File: src/rtl/uart_pkg.sv
// Shared types and constants for the UART receive controller.
// Build option: UART_RX_PARITY_EN adds an even-parity bit after the data bits.
package uart_pkg;

  localparam int DATA_BITS_DEF = 8;
  localparam int CNT_W         = 4;

`ifdef UART_RX_PARITY_EN
  typedef enum logic [2:0] {IDLE, START, DATA, PARITY, STOP} rx_state_e;
`else
  typedef enum logic [2:0] {IDLE, START, DATA, STOP} rx_state_e;
`endif

  // Even parity: the parity bit makes the total count of ones even.
  function automatic logic even_par(input logic [7:0] d);
    return ^d;
  endfunction

endpackage

File: src/rtl/uart_rx_sync.sv
// Two-flop synchronizer for the serial line plus falling-edge detect.
// Flops reset high so an idle line never looks like a start edge.
module uart_rx_sync (
  input  logic clk,
  input  logic rst,
  input  logic rx_pin,
  output logic rx_s,
  output logic rx_fall
);

  logic s1, s2, s2_q;

  always_ff @(posedge clk) begin
    if (rst) begin
      s1   <= 1'b1;
      s2   <= 1'b1;
      s2_q <= 1'b1;
    end else begin
      s1   <= rx_pin;
      s2   <= s1;
      s2_q <= s2;
    end
  end

  assign rx_s    = s2;
  assign rx_fall = s2_q & ~s2;

endmodule

File: src/rtl/uart_rx_ctrl.sv
// UART receive FSM: start-bit validation, LSB-first data capture, stop check,
// valid/ack handshake with overrun and framing-error pulses.
// Build option: UART_RX_PARITY_EN inserts a PARITY state between DATA and STOP.
module uart_rx_ctrl import uart_pkg::*; #(
  parameter int DATA_BITS = DATA_BITS_DEF
) (
  input  logic                 clk,
  input  logic                 rst,
  input  logic                 rx_pin,
  input  logic                 bps_clk,
  output logic                 count_sig,
  output logic [DATA_BITS-1:0] rx_data,
  output logic                 rx_valid,
  input  logic                 rx_ack,
  output logic                 frame_err,
  output logic                 overrun
);

  rx_state_e            state;
  logic                 rx_s, rx_fall;
  logic [DATA_BITS-1:0] shift_reg;
  logic [CNT_W-1:0]     bit_cnt;
  logic                 stop_ok;
`ifdef UART_RX_PARITY_EN
  logic                 par_err;
`endif

  uart_rx_sync u_sync (
    .clk     (clk),
    .rst     (rst),
    .rx_pin  (rx_pin),
    .rx_s    (rx_s),
    .rx_fall (rx_fall)
  );

`ifdef UART_RX_PARITY_EN
  assign stop_ok = rx_s & ~par_err;
`else
  assign stop_ok = rx_s;
`endif

  always_ff @(posedge clk) begin
    if (rst) begin
      state     <= IDLE;
      count_sig <= 1'b0;
      rx_data   <= '0;
      rx_valid  <= 1'b0;
      frame_err <= 1'b0;
      overrun   <= 1'b0;
      shift_reg <= '0;
      bit_cnt   <= '0;
`ifdef UART_RX_PARITY_EN
      par_err   <= 1'b0;
`endif
    end else begin
      frame_err <= 1'b0;
      overrun   <= 1'b0;
      if (rx_ack) rx_valid <= 1'b0;

      case (state)
        IDLE: begin
          if (rx_fall) begin
            state     <= START;
            count_sig <= 1'b1;
          end
        end

        START: begin
          if (bps_clk) begin
            if (rx_s) begin
              state     <= IDLE;
              count_sig <= 1'b0;
            end else begin
              state   <= DATA;
              bit_cnt <= '0;
            end
          end
        end

        DATA: begin
          if (bps_clk) begin
            shift_reg <= {rx_s, shift_reg[DATA_BITS-1:1]};
            bit_cnt   <= bit_cnt + 1'b1;
            if (bit_cnt == CNT_W'(DATA_BITS - 1)) begin
`ifdef UART_RX_PARITY_EN
              state <= PARITY;
`else
              state <= STOP;
`endif
            end
          end
        end

`ifdef UART_RX_PARITY_EN
        PARITY: begin
          if (bps_clk) begin
            par_err <= (rx_s != even_par(8'(shift_reg)));
            state   <= STOP;
          end
        end
`endif

        STOP: begin
          if (bps_clk) begin
            state     <= IDLE;
            count_sig <= 1'b0;
            if (stop_ok) begin
              rx_data  <= shift_reg;
              rx_valid <= 1'b1;
              // Same-cycle ack consumes the old word, so the new one is not an overrun.
              overrun  <= rx_valid & ~rx_ack;
            end else begin
              frame_err <= 1'b1;
            end
          end
        end

        default: begin
          state     <= IDLE;
          count_sig <= 1'b0;
        end
      endcase
    end
  end

endmodule

File: config.mk
export PLATFORM = sky130hd
export DESIGN_NAME = uart_rx_ctrl
export DESIGN_NICKNAME = d
export VERILOG_FILES = /design/src/rtl/uart_pkg.sv /design/src/rtl/uart_rx_sync.sv /design/src/rtl/uart_rx_ctrl.sv
export SDC_FILE = /design/constraint.sdc
export NUM_CORES = 1
export LEC_CHECK = 0
export ABC_AREA = 1
export BUFFER_PORTS_ARGS = -buffer_cell sky130_fd_sc_hd__buf_4
export CORE_UTILIZATION = 30
export DETAILED_ROUTE_END_ITERATION = 10
export PLACE_DENSITY = 0.54
export SLEW_MARGIN = 20
export SYNTH_ARGS = -nofsm -noshare
export SYNTH_HDL_FRONTEND = slang
export SYNTH_SLANG_ARGS = --single-unit
File: constraint.sdc
create_clock -name clk -period 2.9 [get_ports clk]
set_input_delay 0.435 -clock clk [delete_from_list [all_inputs] [get_ports clk]]
set_output_delay 0.435 -clock clk [all_outputs]
set_load 0.005 [all_outputs]
After elaboration in Yosys (flattened, before gate mapping)
Index checks and enable logic that the tools add are counted.

Bits in registers: 30. Word-level logic and storage cells: 60. Output and inout bits: 12. Input port bits: 5.

Reduce and logical (&&, ||, !) cells: 9. Equal/unequal tests: 11. Bitwise operators: 7. $add $sub $neg: 1. Multiplexer cells: 21.

Operator list (number): 3-bit two-way mux (5); 4-bit two-way mux (3); 2-bit != test, second input constant (6); 3-bit case mux with 4 select lines (1); 5-bit AND reduction (2); 1-bit two-way mux (9); 4-bit case mux with 2 select lines (1); 3-bit by 2-bit == test with 1-bit output, second input constant (2); 1-bit NOT (5); 4-bit by 1-bit adder with 4-bit output, second input constant (1); 4-bit by 3-bit == test with 1-bit output, second input constant (1); 1-bit case mux with 4 select lines (1); 4-bit AND reduction (1); 4-bit OR reduction (1); 3-bit by 1-bit == test with 1-bit output, second input constant (1); 3-bit logical NOT (1); 3-bit AND reduction (1); 3-bit OR reduction (1); 1-bit AND (2); 2-bit two-way mux (1); 2-bit by 1-bit != test with 1-bit output, second input constant (1); 2-bit AND reduction (1); 2-bit nonzero test (1).

Longest topological paths before layout
Word-level depth: 4. Gate-level depth with buffers: 7. Mapped depth without buffers: 7.

By module
Synthesis repeated with hierarchy kept, for this count alone.

Cells, all modules: 145. Area, all modules: 1104.8 um^2.

Modules (own cells, without submodules): uart_rx_ctrl (sequential area each 520.5 um^2, area each 1011.0 um^2, times used 1, cells each 133); uart_rx_sync (sequential area each 60.1 um^2, area each 93.8 um^2, times used 1, cells each 12).

Worst setup path before layout
Ideal clock, no wire load.

Path kind: in2reg. From: in bps_clk. To: reg bit_cnt[1]. Data arrival time: 1072 ps. Path buffers: 2. Required time: 2834 ps. Setup slack: 1762 ps. Setup time: 66 ps. Stages on the path: 6. Cells stage by stage: buf_4 inv_1 nor2_4 buf_8 nand2_2 a21oi_2.

Word-level cells in the longest chain between the ends: 2. Elaborated cells between the ends (all ways): 3. Those cells by class: 2 x eq/ne; 1 x reduce/logical.

Ends and longest elaborated chain: start, declared (RTL line uart_rx_ctrl.sv:10) `input logic bps_clk,`; 2-bit != test (no source line); 4-bit AND reduction (no source line) (*); end signal, assigned (RTL line uart_rx_ctrl.sv:83) `bit_cnt <= bit_cnt + 1'b1;`; end, declared (RTL line uart_rx_ctrl.sv:22) `logic [CNT_W-1:0] bit_cnt;`.

Mark *: on every way between the ends. The rest lies on a longest branch, timed or not. A chain may end at the register's enable or synchronous reset.

Worst setup path after layout
From: reg state[0]. To: reg rx_data[0].

Word-level cells in the longest chain between the ends: 2.

Ends and longest elaborated chain: start, declared (RTL line uart_rx_ctrl.sv:19) `rx_state_e state;`; start signal, assigned (RTL line uart_rx_ctrl.sv:44) `state <= IDLE;`; start signal, assigned (RTL line uart_rx_ctrl.sv:63) `state <= START;`; start signal, assigned (RTL line uart_rx_ctrl.sv:71) `state <= IDLE;`; 3-bit by 2-bit == test with 1-bit output (RTL line uart_rx_ctrl.sv:60) `case (state)`; 3-bit AND reduction (no source line); end signal, assigned (RTL line uart_rx_ctrl.sv:108) `rx_data <= shift_reg;`; end, declared (RTL line uart_rx_ctrl.sv:12) `output logic [DATA_BITS-1:0] rx_data,`.

Every way passes these cells.

==> results.md <==
* Cell area after layout at between 1000 and 1500 um2
* H-tree levels at 2
* Met2 global-route usage at 0.191
* DRT iter0 DRCs at 22
* Critical path class: flip-flop to flip-flop
* Starting Density at 0.317
* Leakage power at 0.000661 uW
* Top Ports at 17
* Crit. End Element: flip-flop
* Type of origin of the critical path: flip-flop
* CTS tree: yes
* Gr busiest metal: met2
* Worst slew pin tran at roughly 0.59 ns
* Routed wire per std cell at slightly above 10 um
* Warnings, synthesis at 0
* Layout cell share with drive strength beyond 1 at 0.250
* CTS Hold Buffers Added at 0
* Clk pin slew, worst setup/hold paths at around 0.07 ns
* #FFs+latches synth at 29
* Fin. max-slew vios at 0
* Drt total wl at about 2.2 mm
* Yosys cell types at 24
* Final worst setup slack at between 1 and 1.5 ns
* Post-DR vias/cell at between 4 and 5
* Synth Area per Inst at just under 8 um2
* Drt pass-1 iters at 4
* CP max FO at 11
* Sequential element share of the synthesized area at 0.496
* Post-CTS Setup Repair Bufs at 0
* Ant diodes at 0
* Synth top area cells: dfxtp_1 (50%), nor2_1 (10%), o21ai_1 (5.6%), nand2_1 (5.5%), inv_1 (4.8%)
* Pwr dens at just over 700 nW/um2
* Placed Cells incl. Taps at 208
* Clock Sinks at 29
* Bufs on Longest Clock Path at 2
* TNS Setup at 0 ns
* Routed via count at 954
* Total Power at between 1000 and 1500 uW
* Antenna violations before repair at 0
* Largest net degree at the start of global routing at 22
* Met3 Track Usage GR at 0.0352
* DRC at 0
* Finished Layout Cells at between 200 and 250
* Status: finished, final reports clean
* Mapped Cells at 149
* Clk Latency, worst-skew pair at ~0.27 ns
* Slew HR at 0.603
* Post-CTS Resized at 0
* ANT nets after route at 0
* Syn_nets at approximately 160
* Grt ovf at 0
* DP Worst Slack at roughly 1.2 ns
* Die area at between 4000 and 5000 um2
* IR Drop Worst-Case VDD at 0.000286 V
* Max_cap viols at 0
* Top cell type's share of synthesized area at 0.496
* RePlAce Congestion at 0.832
* CTS buffer count at 5
* Routing usage on met1 at 0.141
* CP Data Arrival Time at between 1.5 and 2 ns
* Clock Tree Root: clkbuf_8
* Setup-failing EPs final at 0
* Final min period at between 1.5 and 2 ns
* GRT Util Overall at 0.118
* Fin crit share at 0.520
* Placed Area at between 1000 and 1500 um2
* HPWL Detailed at 1.54 mm
* Yosys top cell by area: dfxtp_1
* Worst-case clock skew at 0.00462 ns
* Nets@finish at between 150 and 200
* Die Y at between 60 and 70 um
* HP Class: input pin to flip-flop
* Total core area at about 3700 um2
* Max frequency at 663 MHz
* Syn Std Cell Area at approximately 1200 um2
* Layout area overhead at 23.2%
* Required @ worst endpoint at around 3 ns
* Vias in the first global route at between 800 and 900
* Row count at 22
* RSZ-0062 raised after global routing: no
* I/O Buffers at 16
* First-pass GRT wire length at around 3.8 mm
* Final hold violations at 0
* Die width at about 64 um
## cells by family after synthesis
family,after synthesis,synth area share
AND/OR/NAND/NOR,67,0.256
flip-flops,29,0.496
adder cells (fa/ha/maj),1,0.0107
buffers and inverters,23,0.0941
AO/OA/AOI/OAI,29,0.143
## power breakdown
part           switching (uW)  internal [uW]
clock network             152            341
logic                    61.5           34.4
registers                18.7            420
total                     232            796
## critical path, stage by stage, from the launching register on
cell and delay [ns]:
dfxtp_1 0.45, nand3_2 0.12, nor2_2 0.40, inv_1 0.23
nor2_1 0.15, nor2_1 0.06
## cell usage in the layout, fill, tap and decap left out, types with 5 or more instances in the layout
master,instances
nand2_1,17
nand3_1,6
nor2_1,32
o21ai_0,5
dfxtp_1,29
a21oi_1,5
clkbuf_8,5
buf_4,16
o21ai_1,13
inv_1,15
## routing by layer
| metal | routed length, um | part of all wire |
|---|---|---|
| met1 | 1030 | 0.47 |
| met2 | 1050 | 0.48 |
| met3 | 60 | 0.028 |
| met4 | 36 | 0.017 |
| met5 | 0 | 0 |
## synth_stat cells
| cell | number |
|---|---|
| nand2_2 | 4 |
| a21oi_1 | 5 |
| o21ai_2 | 2 |
| nand3_1 | 6 |
| o21ai_1 | 13 |
| or2_2 | 2 |
| nand3b_1 | 1 |
| clkbuf_2 | 1 |
| a21oi_2 | 4 |
| buf_8 | 1 |
| clkbuf_1 | 1 |
| inv_1 | 15 |
| buf_4 | 1 |
| ha_1 | 1 |
| nand3_2 | 1 |
| nand4_1 | 2 |
| nor2_2 | 1 |
| nor2_1 | 32 |
| o21ai_0 | 5 |
| nand2_1 | 17 |
| dfxtp_1 | 29 |
| buf_6 | 1 |
| nor2_4 | 1 |
| inv_2 | 3 |
## path summary, 6_finish.rpt
check                              from                 endpoint  slack, ns  depth (start not counted)
setup / recovery  state[0]$_SDFFE_PP0P_  rx_data[0]$_SDFFE_PP0P_       1.39                          5
hold / removal                   rx_pin     u_sync.s1$_SDFF_PP1_       0.34                          2
setup reg to reg  state[0]$_SDFFE_PP0P_  rx_data[0]$_SDFFE_PP0P_       1.39                          5
hold reg to reg    u_sync.s1$_SDFF_PP1_   u_sync.rx_s$_SDFF_PP1_       0.42                          1
## cell type report
cell class / count / area [um2]
clock inverter: 3 / 65.1
clock buffer: 5 / 68.8
tap: 48 / 60.1
timing repair buffer: 16 / 120
inverter: 18 / 67.6
multi-input combinational: 97 / 479
fill: 388 / 2250
sequential: 29 / 581
## per-stage QoR
stage / hold WS [ns] / util
floorplan: 0.389 / -
global placement: 0.402 / 0.354
detailed placement: 0.404 / 0.354
CTS: 0.337 / 0.391
global route: 0.336 / 0.391
finish: 0.344 / 0.391
Power figures use the tool's default switching activity.
